===== config.mk =====
export PLATFORM = sky130hd
export DESIGN_NAME = battle_sequencer
export DESIGN_NICKNAME = d
export VERILOG_FILES = /design/src/rtl/battle_sequencer.sv
export SDC_FILE = /design/constraint.sdc
export NUM_CORES = 1
export LEC_CHECK = 0
export ABC_AREA = 0
export CAP_MARGIN = 20
export CORE_ASPECT_RATIO = 1.5
export CORE_MARGIN = 10
export CORE_UTILIZATION = 45
export DETAILED_ROUTE_END_ITERATION = 16
export PLACE_DENSITY = 0.67
export SYNTH_ARGS = -nofsm -noshare
export SYNTH_HDL_FRONTEND = slang
export SYNTH_SLANG_ARGS = --single-unit

===== constraint.sdc =====
create_clock -name clk -period 4 [get_ports clk]
set_input_delay 1.2 -clock clk [delete_from_list [all_inputs] [get_ports clk]]
set_output_delay 1.2 -clock clk [all_outputs]
set_load 0.1 [all_outputs]

===== src/rtl/battle_sequencer.sv =====
// Top-level battle phase sequencer: drives the phase code for the attack stages,
// tracks player/enemy HP, menu selection and completed enemy rounds.
module battle_sequencer #(
  parameter int unsigned PLAYER_HP_INIT = 20,
  parameter int unsigned ENEMY_HP_INIT  = 192,
  parameter int unsigned HIT_DMG        = 4,
  parameter int unsigned MERCY_HP       = 48,
  parameter int unsigned MIN_DWELL      = 4
) (
  input  logic       clk,
  input  logic       rst,
  input  logic       start_in,
  input  logic [1:0] rotate_in,
  input  logic       player_finished_in,
  input  logic       enemy_finished_in,
  input  logic       dmg_valid_in,
  input  logic [7:0] dmg_in,
  input  logic       hit_in,
  output logic [3:0] state_out,
  output logic [7:0] player_hp_out,
  output logic [7:0] enemy_hp_out,
  output logic       menu_sel_out,
  output logic [7:0] round_out
);

  localparam int unsigned DW = $clog2(MIN_DWELL + 2);
  localparam logic [7:0] P_INIT = 8'(PLAYER_HP_INIT);
  localparam logic [7:0] E_INIT = 8'(ENEMY_HP_INIT);
  localparam logic [7:0] HIT    = 8'(HIT_DMG);
  localparam logic [7:0] MERCY  = 8'(MERCY_HP);
  localparam logic [DW-1:0] DWELL_MAX = DW'(MIN_DWELL);

  typedef enum logic [3:0] {
    TITLE  = 4'b0000,
    PLAYER = 4'b0001,
    ENEMY  = 4'b0010,
    MENU   = 4'b0011,
    WIN    = 4'b0100,
    LOSE   = 4'b0101
  } state_e;

  state_e        state_q, state_d;
  logic [7:0]    php_q, php_d;
  logic [7:0]    ehp_q, ehp_d;
  logic          sel_q, sel_d;
  logic [7:0]    round_q, round_d;
  logic [DW-1:0] dwell_q, dwell_d;
  logic          start_q;
  logic [1:0]    rot_q;

  logic          start_rise;
  logic          rot_event;
  logic          honoured;
  logic [7:0]    php_hit;
  logic [7:0]    ehp_dmg;

  assign start_rise = start_in & ~start_q;
  assign rot_event  = rotate_in[1] & (rotate_in != rot_q);
  assign honoured   = (dwell_q >= DWELL_MAX);
  assign php_hit    = (php_q > HIT)    ? php_q - HIT    : '0;
  assign ehp_dmg    = (ehp_q > dmg_in) ? ehp_q - dmg_in : '0;

  always_comb begin
    state_d = state_q;
    php_d   = php_q;
    ehp_d   = ehp_q;
    sel_d   = sel_q;
    round_d = round_q;
    dwell_d = dwell_q;
    unique case (state_q)
      TITLE: begin
        if (start_rise) begin
          state_d = MENU;
          php_d   = P_INIT;
          ehp_d   = E_INIT;
          round_d = '0;
          sel_d   = 1'b0;
        end
      end
      MENU: begin
        if (rot_event) sel_d = rotate_in[0];
        // Confirm acts on the selection shown before this cycle's rotate.
        if (start_rise) begin
          if (!sel_q)              state_d = PLAYER;
          else if (ehp_q <= MERCY) state_d = WIN;
          else                     state_d = ENEMY;
        end
      end
      PLAYER: begin
        if (dmg_valid_in) ehp_d = ehp_dmg;
        if (player_finished_in && honoured)
          state_d = (ehp_d == '0) ? WIN : ENEMY;
      end
      ENEMY: begin
        if (hit_in) php_d = php_hit;
        if (php_d == '0) begin
          state_d = LOSE;
        end else if (enemy_finished_in && honoured) begin
          state_d = MENU;
          if (round_q != '1) round_d = round_q + 8'd1;
        end
      end
      WIN, LOSE: begin
        if (start_rise) state_d = TITLE;
      end
      default: state_d = TITLE;
    endcase
    if (state_d != state_q)   dwell_d = '0;
    else if (!honoured)       dwell_d = dwell_q + 1'b1;
  end

  always_ff @(posedge clk) begin
    if (rst) begin
      state_q <= TITLE;
      php_q   <= P_INIT;
      ehp_q   <= E_INIT;
      sel_q   <= 1'b0;
      round_q <= '0;
      dwell_q <= '0;
    end else begin
      state_q <= state_d;
      php_q   <= php_d;
      ehp_q   <= ehp_d;
      sel_q   <= sel_d;
      round_q <= round_d;
      dwell_q <= dwell_d;
    end
  end

  // Edge registers keep tracking during reset so a button held through
  // reset is not mistaken for a fresh press afterwards.
  always_ff @(posedge clk) begin
    start_q <= start_in;
    rot_q   <= rotate_in;
  end

  assign state_out     = state_q;
  assign player_hp_out = php_q;
  assign enemy_hp_out  = ehp_q;
  assign menu_sel_out  = sel_q;
  assign round_out     = round_q;

endmodule


**Word-level counts from Yosys, hierarchy flattened**

Index checks and enable logic that the tools add are counted.

- Register bits: 35
- Input bits: 17
- Output and inout bits: 29

- Add/sub/neg operators: 4
- Magnitude comparators: 4
- Equality and inequality tests: 13
- Multiplexer cells: 28
- Bitwise logic cells: 3
- Reductions and logical operators: 14

Operators by type and width:

| kind | count |
|---|---|
| $mux W8 | 12 |
| $pmux W8 S2 | 3 |
| $mux W4 | 6 |
| $pmux W4 S5 | 1 |
| $logic_not A8 Y1 | 2 |
| $ne A2 B2 Y1 const B | 5 |
| $mux W3 | 3 |
| $add A8 B1 Y8 const B | 1 |
| $eq A4 B2 Y1 const B | 2 |
| $eq A4 B3 Y1 const B | 2 |
| $gt A8 B3 Y1 const B | 1 |
| $gt A8 B8 Y1 | 1 |
| $le A8 B6 Y1 const B | 1 |
| $ne A8 B8 Y1 const B | 1 |
| $sub A8 B3 Y8 const B | 1 |
| $sub A8 B8 Y8 | 1 |
| $reduce_bool A2 Y1 | 3 |
| $reduce_and A5 Y1 | 1 |
| $eq A4 B1 Y1 const B | 1 |
| $logic_not A4 Y1 | 1 |
| $ne A4 B4 Y1 | 1 |
| $reduce_and A2 Y1 | 2 |
| $reduce_or A2 Y1 | 2 |
| $add A3 B1 Y3 const B | 1 |
| 8 further kinds | 11 |

**Longest topological paths before layout**

Gate-level depths: netlist (run 1).

- Word-level depth: 10
- Gate-level depth with buffers: 11

**Least setup slack after synthesis (run 1)**

OpenSTA, ideal clock, no wires.

- Path kind: input to register
- Start point: input dmg_in[0]
- End point: register state_q[1], in the netlist state_out[1]
- Library setup time: 120 ps
- Arrival: 3299 ps
- Data required time: 3880 ps
- Path slack: 581 ps
- Stages: 9
- Path buffers: 0
- Cells stage by stage: ha_1 inv_1 fa_1 a211oi_1 or4_1 nand3_1 o41a_1 o31a_1 a211o_1

- Word-level cells in the longest chain between the ends: 8
- Elaborated cells on any way between the ends: 9
- Those cells by class: add/sub (1); order compare (1); mux (6); reduce/logical (1)

RTL lines:

| element | line | source |
|---|---|---|
| start, declared | 17 | `input logic [7:0] dmg_in,` |
| $sub A8 B8 Y8 or $gt A8 B8 Y1 (tied branches) | 61 | `assign ehp_dmg = (ehp_q > dmg_in) ? ehp_q - dmg_in : '0;` |
| $mux W8 (*) | 61 |  |
| $mux W8 (*) | 90 | `if (dmg_valid_in) ehp_d = ehp_dmg;` |
| $mux W8 (*) | 70 | `unique case (state_q)` |
| $logic_not A8 Y1 (*) | 92 | `state_d = (ehp_d == '0) ? WIN : ENEMY;` |
| $mux W3 (*) | 92 |  |
| $mux W4 (*) | 91 | `if (player_finished_in && honoured)` |
| $pmux W4 S5 (*) | 70 |  |
| end signal, assigned | 121 | `state_q <= state_d;` |
| end, declared | 42 | `state_e state_q, state_d;` |

Every way passes the cells marked *; elsewhere a longest branch is shown, timed or not. The select of a mux whose other input is x is not followed.
A chain may end at the register's enable or synchronous reset.

**Worst setup path in the final report (run 1)**

Ends and elaborated chain as after synthesis.

==> results of run 1 <==
## layer usage
layer / wire (µm) / part of all wire (%)
met4: 185 / 3.0
met2: 3430 / 55
met5: 0 / 0
met1: 2390 / 38
met3: 234 / 3.8
## cell families after synthesis
kind of cell	count (synthesis)	synth area share, %
flops	35	29.9
mux	4	1.71
buf+inv	27	5.07
simple gates	134	31.1
compound gates	66	20.9
other cells	1	0.160
xor+xnor	9	3.36
fa+ha+maj	14	7.80
## flip-flops by register name, indices dropped and copies added, names as in the netlist
name           flops
start_q            1
enemy_hp_out       8
menu_sel_out       1
state_out          4
round_out          8
player_hp_out      8
rot_q              2
dwell_q            3
## stage by stage
| step | setup WS, ps | util (%) |
|---|---|---|
| finish | 283 | 56.9 |
| floorplan | 581 | - |
| global route | 210 | 56.9 |
| global placement | 28.9 | 55.3 |
| detailed placement | -26.6 | 55.3 |
| CTS | 277 | 56.9 |
## placed cells by master, fill, tap and decap left out, types with 6 or more instances in the layout
cell type and n:
dfxtp_1 35, nor2_1 32, clkdlybuf4s50_1 25, nand2_1 24
buf_4 24, inv_1 19, a21oi_1 14, nor3_1 14
ha_1 13, nand3_1 11, o21ai_0 9, a22oi_1 6
## tightest hold or removal path: stages (launching register included)
cell,delay [ps]
dfxtp_1,340
nand2_1,60
mux2i_1,50
## cell type report
class	instances	area (µm²)	area share, %
clock buffer	7	76.3	2.64
clock inverter	1	5.00	0.173
inverter	19	71.3	2.47
multi-input combinational	228	1520	52.7
sequential	35	701	24.2
tap	68	85.1	2.94
timing repair buffer	49	430	14.9
## where the power goes
| part | switching [mW] | internal [mW] | total (mW) | leakage, nW |
|---|---|---|---|---|
| clock network | 0.124 | 0.122 | 0.246 | 0.0422 |
| logic | 0.0728 | 0.0499 | 0.123 | 0.846 |
| registers | 0.00728 | 0.354 | 0.361 | 0.284 |
| total | 0.204 | 0.526 | 0.729 | 1.17 |
## final timing paths
| check | startpoint | endpoint | slack [ps] |
|---|---|---|---|
| setup / recovery | dmg_in[0] | state_out[1] | 280 |
| hold reg to reg | round_out[7] | round_out[7] | 490 |
| hold / removal | round_out[7] | round_out[7] | 490 |
| setup reg to reg | enemy_hp_out[0] | state_out[1] | 1260 |
==> impl_metrics.ini, run 1 <==
[outcome]
status = complete, no violations

[synth]
yosysSeqAreaShare_pct = 29.9
synth-edff-count = 0
ys_types = 68
synth.ff_latch_count = 35
netlist_area_mm2 = 0.00234
yosys.area.top_type = dfxtp_1
yosys-top-cells-area = dfxtp_1 30%, ha_1 6.9%, nor2_1 5.1%, nand2_1 3.8%, inv_1 3.0%
synth_area_per_cell_um2 = 8.08
yosys-top-cells-count = 35 x dfxtp_1, 32 x nor2_1, 24 x nand2_1, 19 x inv_1
synth_top_area_share_pct = 29.9
async_flop_share_pct = 0
synthCells = 290
yosys_warnings = 0
synth_most_common_cell = dfxtp_1
synth_nets = 321
synth-main-ff-cell = dfxtp_1

[detailed_routing]
drtIter0Drc = 104
drc = 0
drt_first_pass_iters = 5
wire_per_inst_um = 15.3
viasPerCell = 5.59
drt_wl_total_um = 6240
via_count = 2275
ant_nets = 0

[pwr]
p_leak_nw = 1.17
power_mw = 0.729
power_density_mw_per_mm2 = 252
irDropWorstVdd_v = 0.000110

[clocking]
cts.clk_slew.worst_paths_ps = 70
clk_latency_ps = 280
ctsResizeCount = 0
clkSinkCount = 35
clk_path_buf_depth = 2
holdBufCountCts = 0
cts-root-buf = clkbuf_8
cts_tree = done
post_cts_buffers = 0
cts-htree-levels = 2
cts_made_buffers = 5

[placed_design]
placed_cell_area_mm2 = 0.00281
portBuffers = 45
gp_congestion = 0.852
dp_hpwl_um = 5040
dp.cells = 399

[global_route]
grt_use_met3_pct = 3.24
grt_max_degree = 15
met2_usage_pct = 28.8
top_usage_layer = met2
grt_overflow_total = 0
grt.total_usage_pct = 14.8
grt_antenna_before_repair = 0
grt_pass1_wl_um = 10300
grt_util_met1_pct = 13.8
grt_pass1_vias = 2267

[sta]
hold_slack_ps = 494
setup_viol = 0
drv_slew = 0
slew-limit-headroom_pct = 34.6
fin_crit_ps = 3720
tightest_slew_ps = 979
clock.fmax_mhz = 269
rsz0062_at_grt = false
clock_skew_ps = 5.40
period_share_pct = 92.9
fin_tns_setup_ps = 0
hold_viol_final = 0

[floorplan]
dieArea_mm2 = 0.00855
io_pins = 46
core_area_mm2 = 0.00508
start_util_pct = 46.1
chipHeight_um = 108
die_w_um = 78.9
rows = 32

[layout]
nNetsFinal = 369
stdcell_area_mm2 = 0.00289
drive_above_1_share_pct = 13.3
synthToLayoutAreaGrowth_pct = 23.4
filler_cell_count = 516
instances_no_fill = 407
num_antenna_cells = 0

[critical_path]
worst_setup_path_start_kind = input port
critPathRequiredTime_ps = 4180
path_cells = clkdlybuf4s50_1, ha_1, inv_1, fa_1, a211oi_1, or4_1, nand3_1, o41a_1, o31a_1, a211o_1
path_depth = 10
arrival_ps = 3900
critical_path.max_stage_delay_ps = 480
critPathBufInv = 2
cp_slowest_cell = o41a_1
ff2ff_path_depth = 10
critPathTopFamily = compound AO/OA/AOI/OAI gates
endpoint_kind = flop
cp_max_fo = 3
critPathKind = input port to flop

[min_path]
hold_class = flop to flop
hold_depth = 2

[run]
maxCapViolations = 0
No activity file was read; power rests on OpenSTA's default activity.
==> run 2: changes to the inputs <==
--- a/config.mk
+++ b/config.mk
@@ -11,6 +11,7 @@
 export CORE_MARGIN = 10
 export CORE_UTILIZATION = 45
 export DETAILED_ROUTE_END_ITERATION = 16
+export MAX_ROUTING_LAYER = met4
 export PLACE_DENSITY = 0.67
 export SYNTH_ARGS = -nofsm -noshare
 export SYNTH_HDL_FRONTEND = slang
==> impl_metrics.ini, run 2 (same netlist as run 1, synthesis figures left out) <==
[outcome]
status = complete, no violations

[min_path]
hold_depth = 2
hold_end = round_out[7]
hold_class = flop to flop
min_from = round_out[7]

[critical_path]
cp_slowest_cell = o41a_1
critPathRequiredTime_ps = 4180
critPathBufInv = 2
critical_path.max_stage_delay_ps = 480
path_cells = clkdlybuf4s50_1, ha_1, inv_1, fa_1, a211oi_1, or4_1, nand3_1, o41a_1, o31a_1, a211o_1
r2r_end = state_out[1]
worst_setup_path_start_kind = input port
r2r_setup_slack_ps = 1260
arrival_ps = 3900
ff2ff_path_depth = 10
endpoint_kind = flop
critPathKind = input port to flop
r2r_start = enemy_hp_out[0]
critPathTopFamily = compound AO/OA/AOI/OAI gates
cp_max_fo = 3

[floorplan]
core_area_mm2 = 0.00508
start_util_pct = 46.1
io_pins = 46
die_w_um = 78.9
rows = 32
chipHeight_um = 108
dieArea_mm2 = 0.00855

[clocking]
cts_tree = done
clk_path_buf_depth = 2
cts-htree-levels = 2
holdBufCountCts = 0
cts.clk_slew.worst_paths_ps = 70
cts_made_buffers = 5
post_cts_buffers = 0
cts-root-buf = clkbuf_8
clk_latency_ps = 280
ctsResizeCount = 0
clkSinkCount = 35

[sta]
clock_skew_ps = 5.14
hold_viol_final = 0
slew-limit-headroom_pct = 34.6
fin_tns_setup_ps = 0
period_share_pct = 92.9
clock.fmax_mhz = 269
hold_slack_ps = 494
rsz0062_at_grt = false
drv_slew = 0
setup_viol = 0
fin_crit_ps = 3720
tightest_slew_ps = 979

[layout]
post-route-util_pct = 56.9
drive_above_1_share_pct = 13.3
synthToLayoutAreaGrowth_pct = 23.4
filler_cell_count = 516
num_antenna_cells = 0
layout_commonest_cell = dfxtp_1
final_cell_mix = 35 x dfxtp_1, 32 x nor2_1, 25 x clkdlybuf4s50_1
nNetsFinal = 369
stdcell_area_mm2 = 0.00289

[placed_design]
portBuffers = 45
gp_congestion = 0.865
dp_hpwl_um = 5040
placed_cell_area_mm2 = 0.00281

[detailed_routing]
drt_wl_total_um = 6250
drt_first_pass_iters = 5
drtIter0Drc = 103
ant_nets = 0
via_count = 2283
viasPerCell = 5.61
drc = 0
wire_per_inst_um = 15.4

[global_route]
grt_pass1_vias = 2272
grt_max_degree = 15
met2_usage_pct = 28.9
grt_antenna_before_repair = 0
grt_pass1_wl_um = 10300
grt.total_usage_pct = 15.3
grt_use_met3_pct = 2.91
top_usage_layer = met2
grt_overflow_total = 0
grt_util_met1_pct = 13.9

[pwr]
pwr-share-clk_pct = 33.7
combinationalPowerShare_pct = 16.8
power_frac_seq_pct = 49.5
p_leak_nw = 1.17
p_int_mw = 0.526
power.share.switching_pct = 27.9
p_sw_mw = 0.204
irDropWorstVdd_v = 0.000110
power_density_mw_per_mm2 = 252

[run]
maxCapViolations = 0
[run 2: cell counts in the layout (fill, tap and decap cells not counted)]
Identical to the previous run, type by type.
[run 2: tightest hold or removal path: stages (launching register included)]
cell,delay [ps]
dfxtp_1,340
nand2_1,60
mux2i_1,50
[run 2: routing by layer]
layer,wire [µm],up-vias
met2,3460,48
met1,2410,1064
met5,0,-
met3,201,13
met4,176,0
li1,-,1158
[run 2: through the flow]
step                      cells  total power, mW  setup slack (ps)
after floorplan             290            0.450               581
after global placement      399            0.490              28.9
after detailed placement    399            0.491             -26.6
after CTS                   407            0.735               277
after global routing        407            0.764               210
final                       407            0.729               283
[run 2: final cells by class]
cell class | instances | area (µm²) | share of cell area, %
clock buffers | 7 | 76.3 | 2.64
multi-input cells | 228 | 1520 | 52.7
flip-flops and latches | 35 | 701 | 24.2
repair buffers | 49 | 430 | 14.9
well taps | 68 | 85.1 | 2.94
clock inverters | 1 | 5.00 | 0.173
inverters | 19 | 71.3 | 2.47
[run 2: how the worst max path moves through the flow]
stage / startpoint / to / slack (ps) / cells past startpoint
after floorplan: dmg_in[0] / state_out[1] / 580 / 9
after global placement: dmg_in[0] / state_out[1] / 30 / 10
after detailed placement: dmg_in[0] / state_out[1] / -30 / 10
after CTS: dmg_in[0] / state_out[1] / 280 / 10
after global routing: dmg_in[0] / state_out[1] / 210 / 10
final: dmg_in[0] / state_out[1] / 280 / 10
[run 2: power groups by stage]
stage               Clock, mW  Combinational (mW)  Sequential, mW
floorplan                   0              0.0670           0.383
global placement            0               0.122           0.369
detailed placement          0               0.123           0.369
CTS                     0.251               0.123           0.361
global route            0.268               0.134           0.362
finish                  0.246               0.123           0.361
